<file path="src/rtl/cvxif_copro_exec.sv">
// Two-stage CV-X-IF coprocessor execution unit with credit-throttled result FIFO.
// Optional CVXIF_CHACHA_EN macro enables the OP_CHACHA datapath (otherwise it decodes as illegal).
module cvxif_copro_exec #(
  parameter int unsigned XLEN        = 32,
  parameter int unsigned IdWidth     = 4,
  parameter int unsigned ResultDepth = 4
) (
  input  logic               clk_i,
  input  logic               rst_ni,
  input  logic               flush_i,
  input  logic               issue_valid_i,
  output logic               issue_ready_o,
  input  logic [3:0]         opcode_i,
  input  logic [IdWidth-1:0] id_i,
  input  logic [4:0]         rd_i,
  input  logic               writeback_i,
  input  logic [5:0]         rot_amt_i,
  input  logic [1:0]         rot_sel_i,
  input  logic [XLEN-1:0]    rs1_i,
  input  logic [XLEN-1:0]    rs2_i,
  input  logic [XLEN-1:0]    rs3_i,
  output logic               result_valid_o,
  input  logic               result_ready_i,
  output logic [IdWidth-1:0] result_id_o,
  output logic [4:0]         result_rd_o,
  output logic [XLEN-1:0]    result_data_o,
  output logic               result_we_o,
  output logic               result_exc_o,
  output logic               busy_o
);

  // opcode_t encoding shared with the decoder
  localparam logic [3:0] OpIllegal = 4'd0;
  localparam logic [3:0] OpNop     = 4'd1;
  localparam logic [3:0] OpRor64h  = 4'd2;
  localparam logic [3:0] OpRor64l  = 4'd3;
  localparam logic [3:0] OpAscon   = 4'd4;
  localparam logic [3:0] OpChacha  = 4'd5;

  localparam int unsigned PtrW = (ResultDepth > 1) ? $clog2(ResultDepth) : 1;
  localparam int unsigned CntW = $clog2(ResultDepth + 1);

  logic               issue_accept;
  logic               pop;
  logic [CntW:0]      credits_used;

  logic               s1_valid_q;
  logic [IdWidth-1:0] s1_id_q;
  logic [4:0]         s1_rd_q;
  logic [3:0]         s1_op_q;
  logic               s1_wb_q;
  logic [5:0]         s1_rot_q;
  logic [XLEN-1:0]    s1_a_q, s1_b_q, s1_c_q;
  logic [XLEN-1:0]    s1_a_d;

  logic [XLEN-1:0]    s2_data;
  logic               s2_we;
  logic               s2_exc;
  logic [2*XLEN-1:0]  ror_cat;
  logic [2*XLEN-1:0]  ror_res;

  logic [IdWidth-1:0] fifo_id_q   [ResultDepth];
  logic [4:0]         fifo_rd_q   [ResultDepth];
  logic [XLEN-1:0]    fifo_data_q [ResultDepth];
  logic               fifo_we_q   [ResultDepth];
  logic               fifo_exc_q  [ResultDepth];
  logic [PtrW-1:0]    wr_ptr_q, rd_ptr_q;
  logic [CntW-1:0]    fifo_cnt_q;

  // S1 plus FIFO occupancy is the outstanding credit count
  assign credits_used  = {1'b0, fifo_cnt_q} + {{CntW{1'b0}}, s1_valid_q};
  assign issue_ready_o = !flush_i && (credits_used < (CntW + 1)'(ResultDepth));
  assign issue_accept  = issue_valid_i && issue_ready_o;

`ifdef CVXIF_CHACHA_EN
  logic [1:0] s1_sel_q;

  function automatic logic [XLEN-1:0] rotl(input logic [XLEN-1:0] v, input int unsigned n);
    return (v << n) | (v >> (XLEN - n));
  endfunction

  // ChaCha add/xor is folded into S1 so S2 only has to rotate
  assign s1_a_d = (opcode_i == OpChacha) ? ((rs1_i + rs2_i) ^ rs3_i) : rs1_i;

  always_ff @(posedge clk_i or negedge rst_ni) begin
    if (!rst_ni) begin
      s1_sel_q <= '0;
    end else if (issue_accept) begin
      s1_sel_q <= rot_sel_i;
    end
  end
`else
  logic unused_rot_sel;
  assign unused_rot_sel = ^rot_sel_i;
  assign s1_a_d         = rs1_i;
`endif

  always_ff @(posedge clk_i or negedge rst_ni) begin
    if (!rst_ni) begin
      s1_valid_q <= 1'b0;
      s1_id_q    <= '0;
      s1_rd_q    <= '0;
      s1_op_q    <= OpIllegal;
      s1_wb_q    <= 1'b0;
      s1_rot_q   <= '0;
      s1_a_q     <= '0;
      s1_b_q     <= '0;
      s1_c_q     <= '0;
    end else if (flush_i) begin
      s1_valid_q <= 1'b0;
    end else begin
      s1_valid_q <= issue_accept;
      if (issue_accept) begin
        s1_id_q  <= id_i;
        s1_rd_q  <= rd_i;
        s1_op_q  <= opcode_i;
        s1_wb_q  <= writeback_i;
        s1_rot_q <= rot_amt_i;
        s1_a_q   <= s1_a_d;
        s1_b_q   <= rs2_i;
        s1_c_q   <= rs3_i;
      end
    end
  end

  assign ror_cat = {s1_b_q, s1_a_q};
  assign ror_res = (ror_cat >> s1_rot_q) | (ror_cat << ((2 * XLEN) - 32'(s1_rot_q)));

  always_comb begin
    s2_data = '0;
    s2_we   = s1_wb_q;
    s2_exc  = 1'b0;
    case (s1_op_q)
      OpNop:    s2_data = '0;
      OpRor64h: s2_data = ror_res[2*XLEN-1:XLEN];
      OpRor64l: s2_data = ror_res[XLEN-1:0];
      OpAscon:  s2_data = s1_a_q ^ (~s1_b_q & s1_c_q);
`ifdef CVXIF_CHACHA_EN
      OpChacha: begin
        case (s1_sel_q)
          2'd0:    s2_data = rotl(s1_a_q, 16);
          2'd1:    s2_data = rotl(s1_a_q, 12);
          2'd2:    s2_data = rotl(s1_a_q, 8);
          default: s2_data = rotl(s1_a_q, 7);
        endcase
      end
`endif
      default: begin
        s2_we  = 1'b0;
        s2_exc = 1'b1;
      end
    endcase
  end

  assign pop = result_valid_o && result_ready_i;

  always_ff @(posedge clk_i) begin
    if (s1_valid_q && !flush_i) begin
      fifo_id_q[wr_ptr_q]   <= s1_id_q;
      fifo_rd_q[wr_ptr_q]   <= s1_rd_q;
      fifo_data_q[wr_ptr_q] <= s2_data;
      fifo_we_q[wr_ptr_q]   <= s2_we;
      fifo_exc_q[wr_ptr_q]  <= s2_exc;
    end
  end

  always_ff @(posedge clk_i or negedge rst_ni) begin
    if (!rst_ni) begin
      wr_ptr_q   <= '0;
      rd_ptr_q   <= '0;
      fifo_cnt_q <= '0;
    end else if (flush_i) begin
      wr_ptr_q   <= '0;
      rd_ptr_q   <= '0;
      fifo_cnt_q <= '0;
    end else begin
      if (s1_valid_q) begin
        wr_ptr_q <= (wr_ptr_q == PtrW'(ResultDepth - 1)) ? '0 : wr_ptr_q + 1'b1;
      end
      if (pop) begin
        rd_ptr_q <= (rd_ptr_q == PtrW'(ResultDepth - 1)) ? '0 : rd_ptr_q + 1'b1;
      end
      fifo_cnt_q <= fifo_cnt_q + CntW'(s1_valid_q) - CntW'(pop);
    end
  end

  assign result_valid_o = (fifo_cnt_q != '0);
  assign result_id_o    = result_valid_o ? fifo_id_q[rd_ptr_q]   : '0;
  assign result_rd_o    = result_valid_o ? fifo_rd_q[rd_ptr_q]   : '0;
  assign result_data_o  = result_valid_o ? fifo_data_q[rd_ptr_q] : '0;
  assign result_we_o    = result_valid_o && fifo_we_q[rd_ptr_q];
  assign result_exc_o   = result_valid_o && fifo_exc_q[rd_ptr_q];
  assign busy_o         = s1_valid_q || result_valid_o;

endmodule

</file>
<file path="config.mk">
export PLATFORM = sky130hd
export DESIGN_NAME = cvxif_copro_exec
export DESIGN_NICKNAME = d
export VERILOG_FILES = /design/src/rtl/cvxif_copro_exec.sv
export SDC_FILE = /design/constraint.sdc
export NUM_CORES = 1
export LEC_CHECK = 0
export BUFFER_PORTS_ARGS = -buffer_cell sky130_fd_sc_hd__buf_2
export CAP_MARGIN = 30
export CORE_UTILIZATION = 62
export CTS_CLUSTER_DIAMETER = 120
export DETAILED_ROUTE_END_ITERATION = 6
export PLACE_DENSITY = 0.79
export SETUP_SLACK_MARGIN = 0.3
export SYNTH_ARGS = -nofsm -noshare
export SYNTH_HDL_FRONTEND = slang
export SYNTH_SLANG_ARGS = --single-unit
</file>
<file path="constraint.sdc">
create_clock -name clk_i -period 5.14 [get_ports clk_i]
set_input_delay 0.514 -clock clk_i [delete_from_list [all_inputs] [get_ports clk_i]]
set_output_delay 0.514 -clock clk_i [all_outputs]
set_load 0.005 [all_outputs]
</file>
# Yosys cells after proc, flatten, opt, wreduce, memory -nomap -nowiden
# Memory sizes are Yosys's and may differ from the RTL's.
# Cells that the tools add are included.
# totals
output_inout_bits	46
ramBits	172
elab_cells	66
in_bits	123
regBits	124
n_memories	5
# mem_list
memory	depth	word_bits	read_ports	rd_clocked_by_memory_dff	write_ports	line_no	source
fifo_data_q	4	32	1	0	1	64	logic [XLEN-1:0] fifo_data_q [ResultDepth];
fifo_rd_q	4	5	1	0	1	63	logic [4:0] fifo_rd_q [ResultDepth];
fifo_id_q	4	4	1	0	1	62	logic [IdWidth-1:0] fifo_id_q [ResultDepth];
fifo_exc_q	4	1	1	0	1	66	logic fifo_exc_q [ResultDepth];
fifo_we_q	4	1	1	0	1	65	logic fifo_we_q [ResultDepth];
# op_classes
n_eq_ne	6
reduce_logical	13
n_addsub	6
n_lt_le_gt_ge	1
bitwise	5
n_shift	2
n_mux	16
# op_table
operator	n
32-bit case mux with 3 select lines	1
64-bit bitwise OR	1
64-bit by 32-bit left shift with 64-bit output	1
64-bit by 6-bit right shift with 64-bit output	1
32-bit AND	1
32-bit two-way mux	1
32-bit inverter	1
32-bit XOR	1
2-bit two-way mux	6
4-bit by 2-bit equality test with 1-bit output (second input constant)	2
7-bit by 6-bit subtractor with 8-bit output (first input constant)	1
1-bit logical AND	6
1-bit two-way mux	5
5-bit two-way mux	1
2-bit by 1-bit adder with 2-bit output (second input constant)	2
3-bit by 1-bit adder with 4-bit output	1
2-bit equality test (second input constant)	2
4-bit by 1-bit equality test with 1-bit output (second input constant)	1
4-bit by 3-bit equality test with 1-bit output (second input constant)	1
4-bit by 3-bit < comparator with 1-bit output (second input constant)	1
4-bit two-way mux	1
2-bit nonzero test	2
4-bit OR reduction	1
3-bit by 1-bit adder with 3-bit output	1
other kinds (7)	7

# Depth between registers and ports, before layout
# depth
word_depth	5
mapped_depth	16
ltp_nobuf	10

# Worst setup path before layout
# Ideal clock, no wire load.
# synth_timing
path_type	reg2reg
startpoint	register s1_rot_q[0]
endpoint	memory fifo_data_q[0][24] (data pin)
setup_ns	0.287
required_time_ns	4.853
path_buffers	6
path_slack_ns	1.233
path_stages_with_launch	14
synth_period_minus_slack_ns	3.907
t_arrival_ns	3.619
path_cell_list	dfrtp_1 buf_2 inv_2 buf_2 buf_1 ha_1 buf_2 xor2_2 buf_6 buf_6 mux4_2 a221o_1 a2111oi_0 o21ai_1
# synth_via
elab_chain_len	4
elab_cells_between_ends	5
classes_between	add/sub: 1; shift: 2; mux: 1; bitwise: 1
# synth_lines
item	line_no	source
from (decl)	52	logic [5:0] s1_rot_q;
from (signal assigned)	118	s1_rot_q <= rot_amt_i;
7-bit by 6-bit subtractor with 8-bit output	127	assign ror_res = (ror_cat >> s1_rot_q) | (ror_cat << ((2 * XLEN) - 32'(s1_rot_q)));
64-bit by 32-bit left shift with 64-bit output	127	
64-bit bitwise OR (*)	127	
32-bit case mux with 3 select lines (*)	133	case (s1_op_q)
via s2_data[24]	56	logic [XLEN-1:0] s2_data;
to (decl)	64	
# The timed path passes the listed nets; every way through them passes the cells marked *.

# Final worst setup path
# layout_timing
startpoint	register s1_rot_q[0]
endpoint	memory fifo_data_q[1][4] (data pin)
# Same word-level chain as after synthesis.

==> results.json <==
{
  "cp-start-kind": "flop",
  "setup_tns_ps": 0,
  "via_count": 16820,
  "drv_slew": 0,
  "yosys.area.top_type_share_pct": 24.55,
  "worstMarginPinSlew_ps": 1006,
  "p_leak_nw": 8.791,
  "yosysSeqAreaShare_pct": 39.30,
  "post-route-min-period_ps": 4154,
  "met2_usage_pct": 71.87,
  "cts_root_buf": "clkbuf_16",
  "ir_worst_vdd_mv": 0.8479,
  "cts_hold_buffers": 0,
  "ys_warn_count": 0,
  "synth_nets": 1805,
  "cp.arrival_ps": 4420,
  "final_area_mm2": 0.02327,
  "seqCellArea_mm2": 0.008275,
  "clk_pin_slew_worst_paths_ps": 70,
  "cts_htree_levels": 1,
  "yosysTopAreaCell": "edfxtp_1",
  "hold_violations": 0,
  "rr_startpoint": "s1_rot_q[0]$_DFFE_PN0P_",
  "cts_tree": "yes",
  "yosys.cell_count.top_type": "mux2_2",
  "drt_iter0_drc": 2150,
  "routed_via_density": 7.557,
  "netlist_top_cells_count": "mux2_2 (189), mux4_2 (182), edfxtp_1 (172), mux2i_1 (128), dfrtp_1 (124)",
  "synth_cells": 1672,
  "fin_ws_ps": 986.4,
  "busiest_layer": "met2",
  "cts_resized": 0,
  "dieArea_mm2": 0.03467,
  "track_usage_pct": 46.80,
  "post-place-ws_ps": 1193,
  "rsz0062_at_grt": "no",
  "worstPathRequired_ps": 5410,
  "timing.final.crit_share_pct": 80.81,
  "numCtsBuffers": 29,
  "dp_cells": 2169,
  "async_reset_ff_share_pct": 41.89,
  "use_met3_pct": 11.51,
  "fin_skew_ps": 19.92,
  "antenna_found_initial": 3,
  "clock.fmax_mhz": 240.8,
  "synth_cell_types": 87,
  "grt_pass1_vias": 16540,
  "rows": 67,
  "crit_path_end_kind": "flop",
  "dr.pass1.iters": 7,
  "nNetsFinal": 1886,
  "die_h_um": 186.2,
  "initial_core_util_pct": 62.90,
  "cts_sinks": 296,
  "synth_flop_cell": "edfxtp_1",
  "slew_headroom_pct": 32.35,
  "cts_buffer_depth": 3,
  "area_growth_pct": 10.61,
  "drive_above_1_share_pct": 38.40,
  "worstSetupStartpoint": "s1_rot_q[0]$_DFFE_PN0P_",
  "stdcell_count": 2226,
  "finalSetupViolCount": 0,
  "power_mw": 16.74,
  "grt_pass1_wl_mm": 113.9,
  "violations": "design-rule violations",
  "post_cts_buffers": 0,
  "die_w_um": 186.2,
  "gp_congestion": 1.058,
  "cap_violations": 0,
  "dp_hpwl_mm": 58.18,
  "synth_edf_count": 172,
  "synthesis.area_mm2": 0.02104,
  "drc": 8,
  "n_fill_cell": 2226,
  "synth-seq-cells": 296,
  "ant_nets": 0,
  "clock_latency_ps": 580,
  "syn_area_per_cell_um2": 12.58,
  "finalWirelength_mm": 79.72,
  "grt_max_degree": 118,
  "multiInputGateArea_mm2": 0.01193,
  "core-area_mm2": 0.03345,
  "wl_per_cell_um": 35.81,
  "placed_area_mm2": 0.02222,
  "min_path_type": "in -> async",
  "portBuffers": 166,
  "ys_top_cells_by_area": "edfxtp_1 (25%), mux4_2 (19%), dfrtp_1 (15%)",
  "outcome": "complete, but fails checks",
  "p_per_area_mw_per_mm2": 719.5,
  "critPathKind": "reg -> reg",
  "use_met1_pct": 59.65,
  "cp_max_fo": 46,
  "grt_overflow": 0,
  "ios": 169
}
==> final timing paths <==
kind,depth (start not counted),to,slack [ps]
setup reg to reg,10,fifo_data_q[1][4]$_DFFE_PP_,990
min in group clk_i,2,s1_c_q[23]$_DFFE_PN0P_,160
hold / removal,1,s1_a_q[18]$_DFFE_PN0P_,0.3
max in group asynchronous,2,s1_a_q[1]$_DFFE_PN0P_,3990
hold reg to reg,1,s1_c_q[26]$_DFFE_PN0P_,500
setup / recovery,10,fifo_data_q[1][4]$_DFFE_PP_,990
==> through the flow <==
step,util (%),hold WS [ps]
floorplan,-,218.4
global placement,66.21,479.1
detailed placement,66.43,486.5
CTS,69.53,23.74
global route,69.57,65.74
finish,69.57,0.2903
==> cell usage in the layout (no fill, tap or decap), types with 11 or more instances in the layout <==
cell type    n
nor3_1      18
mux4_2     182
dfrtp_1    120
edfxtp_1   172
o211ai_1    15
nand2b_1    23
inv_1       19
mux2i_1    128
buf_2      165
a21oi_1     35
o21ai_0     23
nor2b_1     19
clkbuf_16   29
a22oi_1     12
buf_4       52
o32ai_1     14
a211oi_1    14
and3_1      12
nand2_1     82
nor2_1      88
and2_1      50
mux2_2     189
xnor2_1     35
nand3_1     23
a31oi_1     11
mux2_1      17
o22ai_1     22
==> flip-flops by register name, indices dropped and copies added, names as in the netlist <==
register	count
s1_valid_q	1
s1_wb_q	1
s1_rd_q	5
s1_c_q	32
s1_rot_q	6
s1_id_q	4
fifo_rd_q	20
s1_op_q	4
rd_ptr_q	2
fifo_cnt_q	3
s1_a_q	32
wr_ptr_q	2
fifo_we_q	4
fifo_data_q	128
fifo_id_q	16
s1_b_q	32
fifo_exc_q	4
==> cell families after synthesis <==
| family | synth area share, % |
|---|---|
| xor+xnor | 1.790 |
| buf+inv | 4.401 |
| flops | 39.30 |
| compound gates | 8.154 |
| simple gates | 8.981 |
| fa+ha+maj | 0.6304 |
| mux | 36.74 |
==> report_power, final <==
part           switching, mW  internal (mW)
sequential             0.914           3.04
combinational           6.04           4.42
clock                  0.939           1.39
==> cell type report <==
cell class	count	share of cell area (%)
Multi-Input combinational cell	1177	51.25
Sequential cell	296	35.56
Timing Repair Buffer	226	5.925
Clock buffer	36	3.393
Tap cell	448	2.409
Clock inverter	18	1.070
Inverter	23	0.3710
Antenna cell	2	0.02151
==> worst max-delay path, stage by stage, from the launching register on <==
cell and delay [ps]:
dfrtp_4 430, inv_2 80, ha_4 430, buf_12 300, buf_4 360, mux2i_1 430, mux4_2 360, mux2i_1 200
mux2_1 450, a222oi_1 500, nand3_1 270
==> metal layers <==
metal / up-vias / wire (um)
met2: 1384 / 36260
met3: 325 / 8982
met1: 8373 / 28190
met5: - / 14
li1: 6737 / -
met4: 2 / 6271
Power figures use the tool's default switching activity.
